===== config.mk =====
export PLATFORM = sky130hd
export DESIGN_NAME = ysyx_22040125_load_unit
export DESIGN_NICKNAME = d
export VERILOG_FILES = /design/src/rtl/ysyx_22040125_load_unit_pkg.sv /design/src/rtl/ysyx_22040125_load_align.sv /design/src/rtl/ysyx_22040125_load_unit.sv
export SDC_FILE = /design/constraint.sdc
export NUM_CORES = 1
export LEC_CHECK = 0
export BUFFER_PORTS_ARGS = -buffer_cell sky130_fd_sc_hd__buf_2
export CORE_MARGIN = 5
export CORE_UTILIZATION = 30
export DETAILED_ROUTE_END_ITERATION = 8
export HOLD_SLACK_MARGIN = 0.05
export PLACE_DENSITY = 0.53
export SETUP_SLACK_MARGIN = 0.4
export SLEW_MARGIN = 25
export SYNTH_ARGS = -nofsm -noshare
export SYNTH_HDL_FRONTEND = slang
export SYNTH_SLANG_ARGS = --single-unit

===== constraint.sdc =====
create_clock -name clk -period 5.75 [get_ports clk]
set_input_delay 1.15 -clock clk [delete_from_list [all_inputs] [get_ports clk]]
set_output_delay 1.15 -clock clk [all_outputs]
set_load 0.1 [all_outputs]

===== src/rtl/ysyx_22040125_load_unit_pkg.sv =====
// ============================================================================
// Module : ysyx_22040125_load_unit_pkg
// Brief  : Load funct3 encodings, FSM state encoding and misalignment helper
//          shared by the load unit and its lane-select datapath.
// Rev    : 1.0  initial release
// ============================================================================
`default_nettype none

package ysyx_22040125_load_unit_pkg;

  localparam logic [2:0] F3_LB  = 3'b000;
  localparam logic [2:0] F3_LH  = 3'b001;
  localparam logic [2:0] F3_LW  = 3'b010;
  localparam logic [2:0] F3_LD  = 3'b011;
  localparam logic [2:0] F3_LBU = 3'b100;
  localparam logic [2:0] F3_LHU = 3'b101;
  localparam logic [2:0] F3_LWU = 3'b110;
  localparam logic [2:0] F3_BAD = 3'b111;

  typedef enum logic [1:0] {
    S_IDLE = 2'd0,
    S_REQ  = 2'd1,
    S_WAIT = 2'd2,
    S_RESP = 2'd3
  } state_e;

  // Access size comes from funct3[1:0]; any offset bit below the size is a misalignment.
  function automatic logic misaligned(input logic [2:0] f3, input logic [2:0] a);
    logic r;
    r = 1'b0;
    case (f3[1:0])
      2'b01:   r = a[0];
      2'b10:   r = |a[1:0];
      2'b11:   r = |a;
      default: r = 1'b0;
    endcase
    return r;
  endfunction

endpackage

`default_nettype wire


===== src/rtl/ysyx_22040125_load_align.sv =====
// ============================================================================
// Module : ysyx_22040125_load_align
// Brief  : Combinational lane select plus sign/zero extension of a doubleword.
// Rev    : 1.0  initial release
// ============================================================================
`default_nettype none

module ysyx_22040125_load_align
  import ysyx_22040125_load_unit_pkg::*;
(
  input  logic [63:0] rdata_i,
  input  logic [2:0]  addr_i,
  input  logic [2:0]  funct3_i,
  output logic [63:0] data_o
);

  logic [2:0]  off;
  logic [5:0]  sh_amt;
  logic [63:0] sh;

  // Offset bits below the access size are dropped so a lane never crosses byte 7.
  always_comb begin
    off = addr_i;
    case (funct3_i[1:0])
      2'b00:   off = addr_i;
      2'b01:   off = {addr_i[2:1], 1'b0};
      2'b10:   off = {addr_i[2], 2'b00};
      default: off = 3'b000;
    endcase
  end

  assign sh_amt = {off, 3'b000};
  assign sh     = rdata_i >> sh_amt;

  always_comb begin
    data_o = sh;
    case (funct3_i[1:0])
      2'b00:   data_o = funct3_i[2] ? {56'd0, sh[7:0]}  : {{56{sh[7]}},  sh[7:0]};
      2'b01:   data_o = funct3_i[2] ? {48'd0, sh[15:0]} : {{48{sh[15]}}, sh[15:0]};
      2'b10:   data_o = funct3_i[2] ? {32'd0, sh[31:0]} : {{32{sh[31]}}, sh[31:0]};
      default: data_o = sh;
    endcase
  end

endmodule

`default_nettype wire


===== src/rtl/ysyx_22040125_load_unit.sv =====
// ============================================================================
// Module : ysyx_22040125_load_unit
// Brief  : Single-outstanding load unit: aligned doubleword read, lane select,
//          extension, writeback handshake. Macro YSYX_22040125_MISALIGN_TRAP_EN
//          traps misaligned accesses instead of forcing alignment.
// Rev    : 1.0  initial release
// ============================================================================
`default_nettype none

module ysyx_22040125_load_unit
  import ysyx_22040125_load_unit_pkg::*;
#(
  parameter int ADDR_W = 32,
  parameter int RD_W   = 5
) (
  input  logic              clk,
  input  logic              rst_n,
  input  logic              req_valid_i,
  output logic              req_ready_o,
  input  logic [ADDR_W-1:0] req_addr_i,
  input  logic [2:0]        req_funct3_i,
  input  logic [RD_W-1:0]   req_rd_i,
  output logic              mem_arvalid_o,
  input  logic              mem_arready_i,
  output logic [ADDR_W-1:0] mem_araddr_o,
  input  logic              mem_rvalid_i,
  output logic              mem_rready_o,
  input  logic [63:0]       mem_rdata_i,
  output logic              wb_valid_o,
  input  logic              wb_ready_i,
  output logic [63:0]       wb_data_o,
  output logic [RD_W-1:0]   wb_rd_o,
  output logic              wb_err_o
);

  state_e              state_q, state_d;
  logic [ADDR_W-1:0]   addr_q,  addr_d;
  logic [2:0]          f3_q,    f3_d;
  logic [RD_W-1:0]     rd_q,    rd_d;
  logic [63:0]         data_q,  data_d;
  logic                err_q,   err_d;
  logic [63:0]         align_data;
  logic                bad_req;

`ifdef YSYX_22040125_MISALIGN_TRAP_EN
  assign bad_req = (req_funct3_i == F3_BAD) || misaligned(req_funct3_i, req_addr_i[2:0]);
`else
  assign bad_req = (req_funct3_i == F3_BAD);
`endif

  ysyx_22040125_load_align u_align (
    .rdata_i  (mem_rdata_i),
    .addr_i   (addr_q[2:0]),
    .funct3_i (f3_q),
    .data_o   (align_data)
  );

  always_ff @(posedge clk or negedge rst_n) begin
    if (!rst_n) begin
      state_q <= S_IDLE;
      addr_q  <= '0;
      f3_q    <= '0;
      rd_q    <= '0;
      data_q  <= '0;
      err_q   <= 1'b0;
    end else begin
      state_q <= state_d;
      addr_q  <= addr_d;
      f3_q    <= f3_d;
      rd_q    <= rd_d;
      data_q  <= data_d;
      err_q   <= err_d;
    end
  end

  always_comb begin
    state_d = state_q;
    addr_d  = addr_q;
    f3_d    = f3_q;
    rd_d    = rd_q;
    data_d  = data_q;
    err_d   = err_q;
    case (state_q)
      S_IDLE: begin
        if (req_valid_i) begin
          addr_d = req_addr_i;
          f3_d   = req_funct3_i;
          rd_d   = req_rd_i;
          if (bad_req) begin
            state_d = S_RESP;
            err_d   = 1'b1;
            data_d  = '0;
          end else begin
            state_d = S_REQ;
            err_d   = 1'b0;
          end
        end
      end
      S_REQ: begin
        if (mem_arready_i) state_d = S_WAIT;
      end
      S_WAIT: begin
        if (mem_rvalid_i) begin
          data_d  = align_data;
          state_d = S_RESP;
        end
      end
      S_RESP: begin
        if (wb_ready_i) state_d = S_IDLE;
      end
      default: state_d = S_IDLE;
    endcase
  end

  // Handshake outputs decode straight from state so reset clears them without a clock.
  assign req_ready_o   = (state_q == S_IDLE);
  assign mem_arvalid_o = (state_q == S_REQ);
  assign mem_rready_o  = (state_q == S_WAIT);
  assign wb_valid_o    = (state_q == S_RESP);
  assign mem_araddr_o  = {addr_q[ADDR_W-1:3], 3'b000};
  assign wb_data_o     = data_q;
  assign wb_rd_o       = rd_q;
  assign wb_err_o      = err_q;

endmodule

`default_nettype wire


==> results of run 1 <==
[logic make-up after synthesis]
kind of cell	count (synthesis)	synth area share [%]
AND/OR/NAND/NOR	158	11.5
AO/OA/AOI/OAI	138	17.6
flip-flops	107	44.4
buffers and inverters	85	8.44
multiplexers	79	17.2
adder cells (fa/ha/maj)	4	0.830
other	1	0.0622
[flip-flops by register name, indices dropped and copies added (netlist names)]
| register | flops |
|---|---|
| addr_q | 32 |
| f3_q | 3 |
| state_q | 2 |
| wb_data_o | 64 |
| wb_err_o | 1 |
| wb_rd_o | 5 |
[synthesized netlist by cell type (all sizes together), types with 2 or more instances]
cell | n | area (µm²)
dfrtp | 107 | 2680
nand2 | 76 | 285
o21ai | 64 | 433
buf | 55 | 395
mux2 | 46 | 522
nor2 | 45 | 169
clkbuf | 21 | 80.1
mux2i | 18 | 180
a21oi | 16 | 91.3
mux4 | 15 | 338
a221o | 13 | 130
inv | 9 | 33.8
o22ai | 9 | 62.6
nand3 | 8 | 40.0
nand2b | 5 | 33.8
o2bb2ai | 5 | 43.8
a22oi | 4 | 30.0
and3 | 4 | 30.0
ha | 4 | 50.1
o21a | 4 | 30.0
a21boi | 3 | 22.5
a32oi | 3 | 26.3
and2 | 3 | 18.8
nor2b | 3 | 18.8
nor3 | 3 | 15.0
nor4 | 3 | 18.8
nand3b | 2 | 15.0
nand4 | 2 | 12.5
o221ai | 2 | 17.5
o31ai | 2 | 28.8
[layout make-up]
class / count / area (µm²) / share of cell area, %
inverter: 9 / 33.8 / 0.459
tap: 265 / 332 / 4.51
timing repair buffer: 220 / 1130 / 15.3
sequential: 107 / 2680 / 36.4
clock buffer: 10 / 239 / 3.25
clock inverter: 4 / 76.3 / 1.04
antenna: 1 / 2.50 / 0.0340
multi-input combinational: 382 / 2870 / 39.0
[worst register-to-register path: cells and delay by family, from the launching register on]
kind            cells  cell delay [ns]
buf+inv             1             0.50
simple gates        2             0.72
compound gates      4             0.95
flops               1             0.55
[per-layer routing]
layer | track usage, % | vias to the layer above
met2 | 25.2 | 181
met5 | 0 | -
met3 | 3.78 | 29
li1 | - | 2322
met1 | 22.1 | 2473
met4 | 6.64 | 0
[metrics by stage]
stage	utilization (%)	cells	instance area (µm²)	hold WS, ns	worst slack [ns]
floorplan	-	574	6040	0.481	3.07
global placement	35.7	983	7030	0.459	2.65
detailed placement	35.7	983	7030	0.463	2.57
CTS	37.4	997	7340	0.480	2.88
global route	37.4	998	7350	0.494	2.67
finish	37.4	998	7350	0.473	2.89
[worst paths after layout]
| kind | start | endpoint | slack, ns | cells past startpoint |
|---|---|---|---|---|
| setup / recovery | f3_q[0] | wb_data_o[63] | 2.89 | 7 |
| hold / removal | wb_data_o[45] | wb_data_o[45] | 0.47 | 2 |
| setup reg to reg | f3_q[0] | wb_data_o[63] | 2.89 | 7 |
| hold reg to reg | wb_data_o[45] | wb_data_o[45] | 0.47 | 2 |
| max in group asynchronous | rst_n | wb_data_o[25] | 3.95 | 2 |
| min in group asynchronous | rst_n | wb_data_o[55] | 0.79 | 1 |
==> impl_metrics.ini, run 1 <==
[cells_and_area]
final_common_cell = buf_2
syn_to_final_growth_pct = 21.9
layout-drive-gt1-share_pct = 45.9
fill_cells = 2049
nets = 843
mostFrequentLayoutCells = buf_2, dfrtp_1, nand2_1

[job]
maxCapViolCount = 0

[clock_network]
clkLatencyLatePin_ns = 0.35
post-cts-setup-buffers = 0
clk_pin_slew_ns = 0.07
cts_buffer_depth = 2
cts_made_buffers = 9
cts-htree-levels = 3
cts_resized = 0
cts_tree = built
ctsHoldBuffers = 0
cts_num_sinks = 107
root_buffer = clkbuf_16

[yosys]
synth_area_um2 = 6030
synth_ff_type = dfrtp_1
postSynthAreaPerCell_um2 = 10.5
synth_seq_cells = 107
synth_edf_count = 0
async_flop_share_pct = 100
ys.warnings.count = 0
ys_types = 61
synthCells = 572
yosysSeqAreaShare_pct = 44.4

[critical_path]
cp.arrival_ns = 3.07
path_cells = nor2b_1, a21oi_1, o21ai_0, nor4_1, o31ai_4, buf_4, o21ai_0
end_kind = flop
cp.required_ns = 5.96
slowest_delay_ns = 0.57
crit_path_max_fanout = 32
startpoint_type = flop
path_delay_family = compound AO/OA/AOI/OAI gates
slowest_stage = nor2b_1
critPathKind = flop to flop
worst-path-buf-inv = 1
path_common_cell = o21ai_0

[routing]
drc = 0
wl_per_cell_um = 19.3
drt_iter0_markers = 350
wl_met2_um = 9170
routed_wl_um = 19300
highest_layer = met4
first_pass_iters = 5
vias = 5005
antenna_left = 0
routed_via_density = 5.02
drt-met1-wl_um = 8370
wl_met3_um = 1180

[place]
dpl.hpwl_um = 14400
port_buffers = 212
gp_congestion = 0.845

[worst_hold_path]
hold_path.class = flop to flop

[sta]
fmax_mhz = 350
fin_skew_ns = 0.00903
drv_slew = 0
slew_headroom_pct = 38.5
finalSetupViolations = 0
fin_crit_sh_pct = 49.7
finalSetupTns_ns = 0
rsz0062_at_grt = no
final_hold_viol_count = 0
tightest_slew_ns = 0.922
post-route-min-period_ns = 2.86

[die]
io_pins = 216
fp-row-count = 51
die_x_um = 152
dieArea_um2 = 23000
core_um2 = 19700
start_util_pct = 30.7
die_y_um = 152

[global_route]
grt_max_degree = 71
grt_pass1_wl_um = 29700
grt_use_total_pct = 16.3
first_global_vias = 4924
antenna_found_initial = 1
gr-total-overflow = 0

[run_status]
status = finished clean
Power of run 1 is not shown: default switching activity piles up to over one toggle a cycle in this logic, so the estimate is an artifact.
==> run 2: changes to the inputs <==
==> constraint.sdc (replaced) <==
create_clock -name clk -period 2.95 [get_ports clk]
set_input_delay 0.59 -clock clk [delete_from_list [all_inputs] [get_ports clk]]
set_output_delay 0.59 -clock clk [all_outputs]
set_load 0.1 [all_outputs]
==> impl_metrics.ini, run 2 (synthesis results as in run 1) <==
[critical_path]
cp.arrival_ns = 2.61
end_kind = flop
startpoint_type = flop
path_depth = 7
crit_path_max_fanout = 32
worst-path-buf-inv = 1
r2r_slack_ns = 0.57
slowest_stage = dfrtp_2
cp.required_ns = 3.17
r2r_cells = 7
critPathKind = flop to flop
r2r_end = wb_data_o[32]
slowest_delay_ns = 0.50
path_delay_family = compound AO/OA/AOI/OAI gates
path_cells = nand2b_2, mux2_1, o22ai_2, nor4_1, o31ai_4, buf_12, o21ai_0
r2r-start = f3_q[0]

[clock_network]
post-cts-setup-buffers = 0
cts_tree = built
cts_num_sinks = 107
cts_buffer_depth = 2
root_buffer = clkbuf_16
clk_pin_slew_ns = 0.07
clkLatencyLatePin_ns = 0.35
cts_made_buffers = 9
cts-htree-levels = 3

[routing]
antenna_left = 0
drt_iter0_markers = 226
drc = 0
first_pass_iters = 5
wl_per_cell_um = 19.3
routed_via_density = 4.87
routed_wl_um = 19400
vias = 4901

[global_route]
grt_use_met2_pct = 25.7
gr-total-overflow = 0
grt_use_total_pct = 16.6
gr-usage-met1_pct = 24.0
grt_max_degree = 63
first_global_vias = 5047
antenna_found_initial = 0
use_met3_pct = 3.24
grt.busiest_layer = met2
grt_pass1_wl_um = 30600

[cells_and_area]
final_common_cell = buf_2
diodes = 0
syn_to_final_growth_pct = 23.7
layout-drive-gt1-share_pct = 47.0
mostFrequentLayoutCells = buf_2, dfrtp_1, nand2_1
largest_reg_flops = 64
nets = 852

[sta]
final_hold_viol_count = 0
finalSetupTns_ns = 0
finalSetupViolations = 0
tightest_slew_ns = 1.01
fin_crit_sh_pct = 80.8
drv_slew = 0
rsz0062_at_grt = no
post-route-min-period_ns = 2.38
fmax_mhz = 419
fin_skew_ns = 0.00608
slew_headroom_pct = 32.7

[worst_hold_path]
hold_path.class = input pin to asynchronous set/reset pin

[die]
fp-row-count = 51
core_um2 = 19700
die_x_um = 152
start_util_pct = 30.7
io_pins = 216
dieArea_um2 = 23000
die_y_um = 152

[job]
maxCapViolCount = 0

[run_status]
status = finished clean

[place]
port_buffers = 212
gp_congestion = 0.835
dpl.hpwl_um = 14700
==> run 2: changes by cell type in the layout (fill, tap and decap cells not counted), sizes merged <==
cell / previous run / this run
inv: 9 / 10
clkinvlp: 1 / 2
clkbuf: 10 / 9
buf: 220 / 229
diode: 1 / 0
==> run 2: metal layers <==
layer / up-vias / wire length (µm) / share of wire (%)
met4: 0 / 203 / 1.0
met1: 2382 / 9030 / 46
met2: 164 / 9150 / 47
met5: - / 0 / 0
li1: 2343 / - / -
met3: 12 / 1070 / 5.5
==> run 2: repair_timing <==
action / CTS / global route
gates resized for setup: 1 / 1
hold buffers: 0 / 0
cloned: 0 / 0
setup endpoints to repair: 13 / 44
==> run 2: worst register-to-register path, delay by kind of cell (launching register included) <==
family	cells	cell delay, ns
compound gates	3	0.69
buf+inv	1	0.29
flops	1	0.50
mux	1	0.36
simple gates	2	0.43
==> run 2: per-stage QoR <==
step           cells  setup slack, ns  hold WS [ns]  area (µm²)  util [%]
3_3_place_gp     992            0.454         0.458        7150      36.4
3_5_place_dp     992            0.401         0.463        7150      36.4
4_1_cts         1007            0.466         0.220        7460      38.0
5_1_grt         1007            0.403         0.244        7470      38.0
6_report        1007            0.566         0.213        7470      38.0
2_1_floorplan    574            0.598         0.294        6050         -
==> run 2: how the worst max path moves through the flow <==
| stage | startpoint | to | slack [ns] |
|---|---|---|---|
| floorplan | state_q[0] | wb_data_o[23] | 0.60 |
| global placement | f3_q[0] | wb_data_o[18] | 0.45 |
| detailed placement | f3_q[0] | wb_data_o[18] | 0.40 |
| CTS | f3_q[0] | wb_data_o[32] | 0.47 |
| global route | f3_q[1] | wb_data_o[18] | 0.40 |
| finish | f3_q[0] | wb_data_o[32] | 0.57 |
==> run 2: area by class of cell <==
type / instances / area [µm²]
flip-flops and latches: 107 / 2680
fillers: 2035 / 12200
well taps: 265 / 332
clock inverters: 6 / 88.8
clock buffers: 9 / 225
inverters: 9 / 33.8
multi-input cells: 382 / 2870
repair buffers: 229 / 1240
Power of run 2 is left out for the same reason.
